**src/rtl/bin_down_timer_if.sv**
```systemverilog
// Control/status bundle for bin_down_timer. The wrap_cnt status field exists only
// when BIN_DOWN_TIMER_WRAP_CNT_EN is defined.
interface bin_down_timer_if #(
  parameter int N = 8
);
  logic         load;
  logic [N-1:0] din;
  logic         start;
  logic         stop;
  logic         periodic;
  logic         en;
  logic [N-1:0] q;
  logic         min_tick;
  logic         busy;
  logic         done;
  logic [1:0]   state_dbg;
`ifdef BIN_DOWN_TIMER_WRAP_CNT_EN
  logic [7:0]   wrap_cnt;

  modport master (
    output load, din, start, stop, periodic, en,
    input  q, min_tick, busy, done, state_dbg, wrap_cnt
  );
  modport slave (
    input  load, din, start, stop, periodic, en,
    output q, min_tick, busy, done, state_dbg, wrap_cnt
  );
`else
  modport master (
    output load, din, start, stop, periodic, en,
    input  q, min_tick, busy, done, state_dbg
  );
  modport slave (
    input  load, din, start, stop, periodic, en,
    output q, min_tick, busy, done, state_dbg
  );
`endif
endinterface

```
**src/rtl/bin_down_timer.sv**
```systemverilog
// Loadable N-bit down-counter timer with one-shot/periodic modes and count enable.
// Define BIN_DOWN_TIMER_WRAP_CNT_EN to add the saturating 8-bit expiry counter wrap_cnt.
module bin_down_timer #(
  parameter int N = 8
) (
  input  logic            clk,
  input  logic            reset,
  bin_down_timer_if.slave tmr
);
  // Control inputs are single-cycle pulses sampled on the rising edge; there is no
  // back-pressure. Priority each cycle: reset > stop > load > start > counting.
  typedef enum logic [1:0] {
    IDLE = 2'd0,
    RUN  = 2'd1,
    DONE = 2'd2
  } state_e;

  state_e       state_q, state_d;
  logic [N-1:0] q_q, q_d;
  logic [N-1:0] period_q, period_d;
  logic         tick;
  logic         start_ok;

  always_ff @(posedge clk) begin
    if (reset) begin
      state_q  <= IDLE;
      q_q      <= '0;
      period_q <= '0;
    end else begin
      state_q  <= state_d;
      q_q      <= q_d;
      period_q <= period_d;
    end
  end

  always_comb begin
    state_d  = state_q;
    q_d      = q_q;
    period_d = period_q;
    tick     = 1'b0;
    start_ok = 1'b0;
    if (tmr.stop) begin
      state_d = IDLE;
    end else if (tmr.load) begin
      period_d = tmr.din;
      q_d      = tmr.din;
      if (state_q == DONE) state_d = IDLE;
    end else if (tmr.start && (state_q != RUN)) begin
      start_ok = 1'b1;
      q_d      = period_q;
      state_d  = RUN;
    end else if ((state_q == RUN) && tmr.en) begin
      // A start pulse while running falls through to here and is ignored.
      if (q_q != '0) begin
        q_d = q_q - N'(1);
      end else begin
        tick = 1'b1;
        if (tmr.periodic) q_d = period_q;
        else              state_d = DONE;
      end
    end
  end

  assign tmr.q         = q_q;
  assign tmr.min_tick  = tick;
  assign tmr.busy      = (state_q == RUN);
  assign tmr.done      = (state_q == DONE);
  assign tmr.state_dbg = state_q;

`ifdef BIN_DOWN_TIMER_WRAP_CNT_EN
  logic [7:0] wrap_q, wrap_d;

  always_comb begin
    wrap_d = wrap_q;
    if (tmr.stop)                     wrap_d = wrap_q;
    else if (tmr.load || start_ok)    wrap_d = '0;
    else if (tick && (wrap_q != 8'hff)) wrap_d = wrap_q + 8'd1;
  end

  always_ff @(posedge clk) begin
    if (reset) wrap_q <= '0;
    else       wrap_q <= wrap_d;
  end

  assign tmr.wrap_cnt = wrap_q;
`endif
endmodule
```
**src/flat_wrapper.sv**
```systemverilog
// flat-port wrapper written by rule: the top's interface ports become plain ports
module bin_down_timer_flat 
#(
  parameter int N = 8
)
  (clk, reset, tmr_load, tmr_din, tmr_start, tmr_stop, tmr_periodic, tmr_en, tmr_q, tmr_min_tick, tmr_busy, tmr_done, tmr_state_dbg);
  bin_down_timer_if #(.N(N)) tmr_i ();
  input  logic clk;
  input  logic reset;
  input wire logic [$bits(tmr_i.load)-1:0] tmr_load;
  input wire logic [$bits(tmr_i.din)-1:0] tmr_din;
  input wire logic [$bits(tmr_i.start)-1:0] tmr_start;
  input wire logic [$bits(tmr_i.stop)-1:0] tmr_stop;
  input wire logic [$bits(tmr_i.periodic)-1:0] tmr_periodic;
  input wire logic [$bits(tmr_i.en)-1:0] tmr_en;
  output wire logic [$bits(tmr_i.q)-1:0] tmr_q;
  output wire logic [$bits(tmr_i.min_tick)-1:0] tmr_min_tick;
  output wire logic [$bits(tmr_i.busy)-1:0] tmr_busy;
  output wire logic [$bits(tmr_i.done)-1:0] tmr_done;
  output wire logic [$bits(tmr_i.state_dbg)-1:0] tmr_state_dbg;
  assign tmr_i.load = tmr_load;
  assign tmr_i.din = tmr_din;
  assign tmr_i.start = tmr_start;
  assign tmr_i.stop = tmr_stop;
  assign tmr_i.periodic = tmr_periodic;
  assign tmr_i.en = tmr_en;
  assign tmr_q = tmr_i.q;
  assign tmr_min_tick = tmr_i.min_tick;
  assign tmr_busy = tmr_i.busy;
  assign tmr_done = tmr_i.done;
  assign tmr_state_dbg = tmr_i.state_dbg;
  bin_down_timer #(.N(N)) u_core (.clk(clk), .reset(reset), .tmr(tmr_i));
endmodule
```
**config.mk**
```make
export PLATFORM = sky130hd
export DESIGN_NAME = bin_down_timer_flat
export DESIGN_NICKNAME = d
export VERILOG_FILES = /design/src/rtl/bin_down_timer_if.sv /design/src/rtl/bin_down_timer.sv /design/src/flat_wrapper.sv
export SDC_FILE = /design/constraint.sdc
export NUM_CORES = 1
export LEC_CHECK = 0
export ABC_AREA = 1
export CORE_UTILIZATION = 44
export CTS_BUF_LIST = sky130_fd_sc_hd__clkbuf_16
export DETAILED_ROUTE_END_ITERATION = 8
export PLACE_DENSITY = 0.76
export SYNTH_ARGS = -nofsm -noshare
export SYNTH_HDL_FRONTEND = slang
export SYNTH_SLANG_ARGS = --single-unit
```
**constraint.sdc**
```tcl
create_clock -name clk -period 1.4 [get_ports clk]
set_input_delay 0.28 -clock clk [delete_from_list [all_inputs] [get_ports clk]]
set_output_delay 0.28 -clock clk [all_outputs]
set_load 0.1 [all_outputs]
```
==> impl_metrics.yaml <==
clocking:
  clk_pin_slew_ps: 60
  ctsHoldBuffers: 0
  clock-root-buffer: "clkbuf_16"
  cts_buffers: 3
  cts_tree: "yes"
  cts_num_sinks: 18
  cts_max_path_buffers: 2
  clk-insertion-delay-late_ps: 260
  htreeDepth: 1
grt:
  grt_use_total_pct: 33.2
  antenna_found_initial: 0
  grt_max_degree: 12
  grt_pass1_vias: 1507
  grt-ovfl-total: 0
  grt_pass1_wl_um: 6510
sta:
  finalClockSkew_ps: 5.38
  min_period_ps: 1610
  rsz0062_at_grt: "yes"
  fmax_mhz: 620
  finalHoldViolations: 0
  drv_slew: 0
  hold_ws_ps: 469
  slew-limit-headroom_pct: 74.3
  worst_slack_ps: -213
  setup_viol: 10
  tightest_slew_ps: 385
  finalCritPeriodShare_pct: 115
placed_design:
  place_ws_ps: -291
  portBuffers: 27
  finalWeightedCongestion: 0.889
  dpl.hpwl_um: 2570
  placedCellCount: 255
route:
  drt_wl_total_um: 4750
  final_antenna_net_count: 0
  vias_per_cell: 5.61
  firstDrtPassIters: 4
  drtIter0Drc: 83
  vias: 1531
  drc: 0
  wire_per_inst_um: 17.4
hold_path:
  hp-start: "u_core.period_q[0]"
  worst_hold_path_type: "reg2reg"
yosys:
  synth_cell_type_count: 27
  syn_area_per_cell_um2: 6.50
  async_flop_share_pct: 0
  syn_inst: 175
  synthFlopType: "dfxtp_1"
  yosysSeqAreaShare_pct: 31.7
  yosys_warnings: 0
  syn-num-nets: 192
  synth_edf_count: 0
  yosys-top-cells-area: "dfxtp_1, nand2_1, nor2_1, a21oi_1, inv_1"
  synthesis.area_mm2: 0.00114
  yosysTopAreaCell: "dfxtp_1"
  synth_top_cell_area_share_pct: 31.7
  yosys_register_bits: 18
final_layout:
  area_delta_synth_final_pct: 92.7
  insertedDiodeCount: 0
  multiInputGateArea_um2: 896
  seq_area_um2: 383
  final_cell_mix: "nand2_1, buf_4, nor2_1, buf_12"
  finalNonFillerCells: 273
  drive_above_1_share_pct: 46.9
  final_nets: 261
  num-fill-cells: 114
critical_path:
  reg2reg_from: "u_core.tmr.state_dbg[0]"
  crit_path_start_kind: "register"
  critPathLaunch: "u_core.tmr.state_dbg[0]"
  required_ps: 1120
  critPathArrivalTime_ps: 1330
  worstPathMaxFanout: 2
  rrSetupSlack_ps: -160
  crit_path_end_kind: "output pin"
  worstSetupPathType: "reg2out"
outcome:
  status: "finished, violations left"
  violations: "setup timing"
run:
  max_cap_violations: 0
power:
  leakagePower_nw: 0.966
  ir_drop_v: 0.00130
  power.density_mw_per_mm2: 975
floorplan:
  num_rows: 18
  die-area_mm2: 0.00279
  ioPinCount: 28
  floorplan.core_area_mm2: 0.00245
  die_w_um: 52.8
  die_h_um: 52.8
  start_util_pct: 46.3
## cell type report
cell class | count | area share [%]
multi-input cells | 136 | 40.9
repair buffers | 65 | 32.5
flip-flops and latches | 18 | 17.5
inverters | 20 | 3.88
clock buffers | 3 | 3.42
well taps | 30 | 1.71
clock inverters | 1 | 0.171
## critical path: stages (launching register included)
cell     delay, ps
dfxtp_4        360
inv_4           40
nor2_4          90
nand2_2         70
inv_2           70
nand3_2         80
nor3_4         160
buf_12         200
## power breakdown
| group | internal (mW) | switching, mW | leakage [nW] | total, mW |
|---|---|---|---|---|
| logic | 0.379 | 0.584 | 0.774 | 0.963 |
| registers | 0.549 | 0.0327 | 0.153 | 0.581 |
| clock network | 0.381 | 0.213 | 0.0385 | 0.594 |
## metal layers
layer	vias up	routed length (um)	GRT usage, %
li1	704	-	-
met1	704	1820	34.6
met2	99	2380	59.7
met3	24	357	6.96
met4	0	197	20.2
met5	-	0	0
## logic make-up (layout without fill, tap and decap cells)
family                     Yosys count  after routing  synth area share, %
adders and majority gates            2              2                 2.20
buffers and inverters               23             89                 8.25
and+or+nand+nor                     99            101                 40.9
AOI/OAI and AO/OA                   32             32                 16.2
DFF                                 18             18                 31.7
xor gates and xnor gates             1              1                0.770
## synthesized netlist by cell type, types with 3 or more instances
| cell type | count |
|---|---|
| nor2_1 | 32 |
| o21ai_0 | 11 |
| inv_2 | 3 |
| dfxtp_1 | 18 |
| nand3_1 | 10 |
| inv_1 | 17 |
| nand2_1 | 42 |
| a21oi_1 | 15 |
| nand4_1 | 4 |
## per-stage QoR
| stage | power (mW) | setup TNS (ps) | area [um^2] | utilization, % |
|---|---|---|---|---|
| detailed placement | 1.35 | -3980 | 1800 | 73.3 |
| finish | 2.14 | -1150 | 2190 | 89.3 |
| global placement | 1.33 | -3170 | 1800 | 73.3 |
| global route | 2.21 | -1850 | 2190 | 89.3 |
| floorplan | 1.06 | -6930 | 1190 | - |
| CTS | 2.03 | -659 | 2100 | 85.5 |
## path summary, 6_finish.rpt
check	end	depth (start not counted)
min	u_core.period_q[0]	2
min reg2reg	u_core.period_q[0]	2
max	tmr_min_tick	7
max reg2reg	u_core.tmr.q[1]	10
## timing repair
item	CTS	global route
resized for setup	33	17
cloned	2	0
pin swaps	18	6
endpoints found under the setup margin	12	13
setup buffers	10	3
hold endpoints to repair	0	0
## registers in the layout, indices dropped and copies added, names as in the netlist
name / count
u_core.period_q: 8
u_core.tmr.q: 8
u_core.tmr.state_dbg: 2
Note: power is estimated with default switching activity, not from simulation.
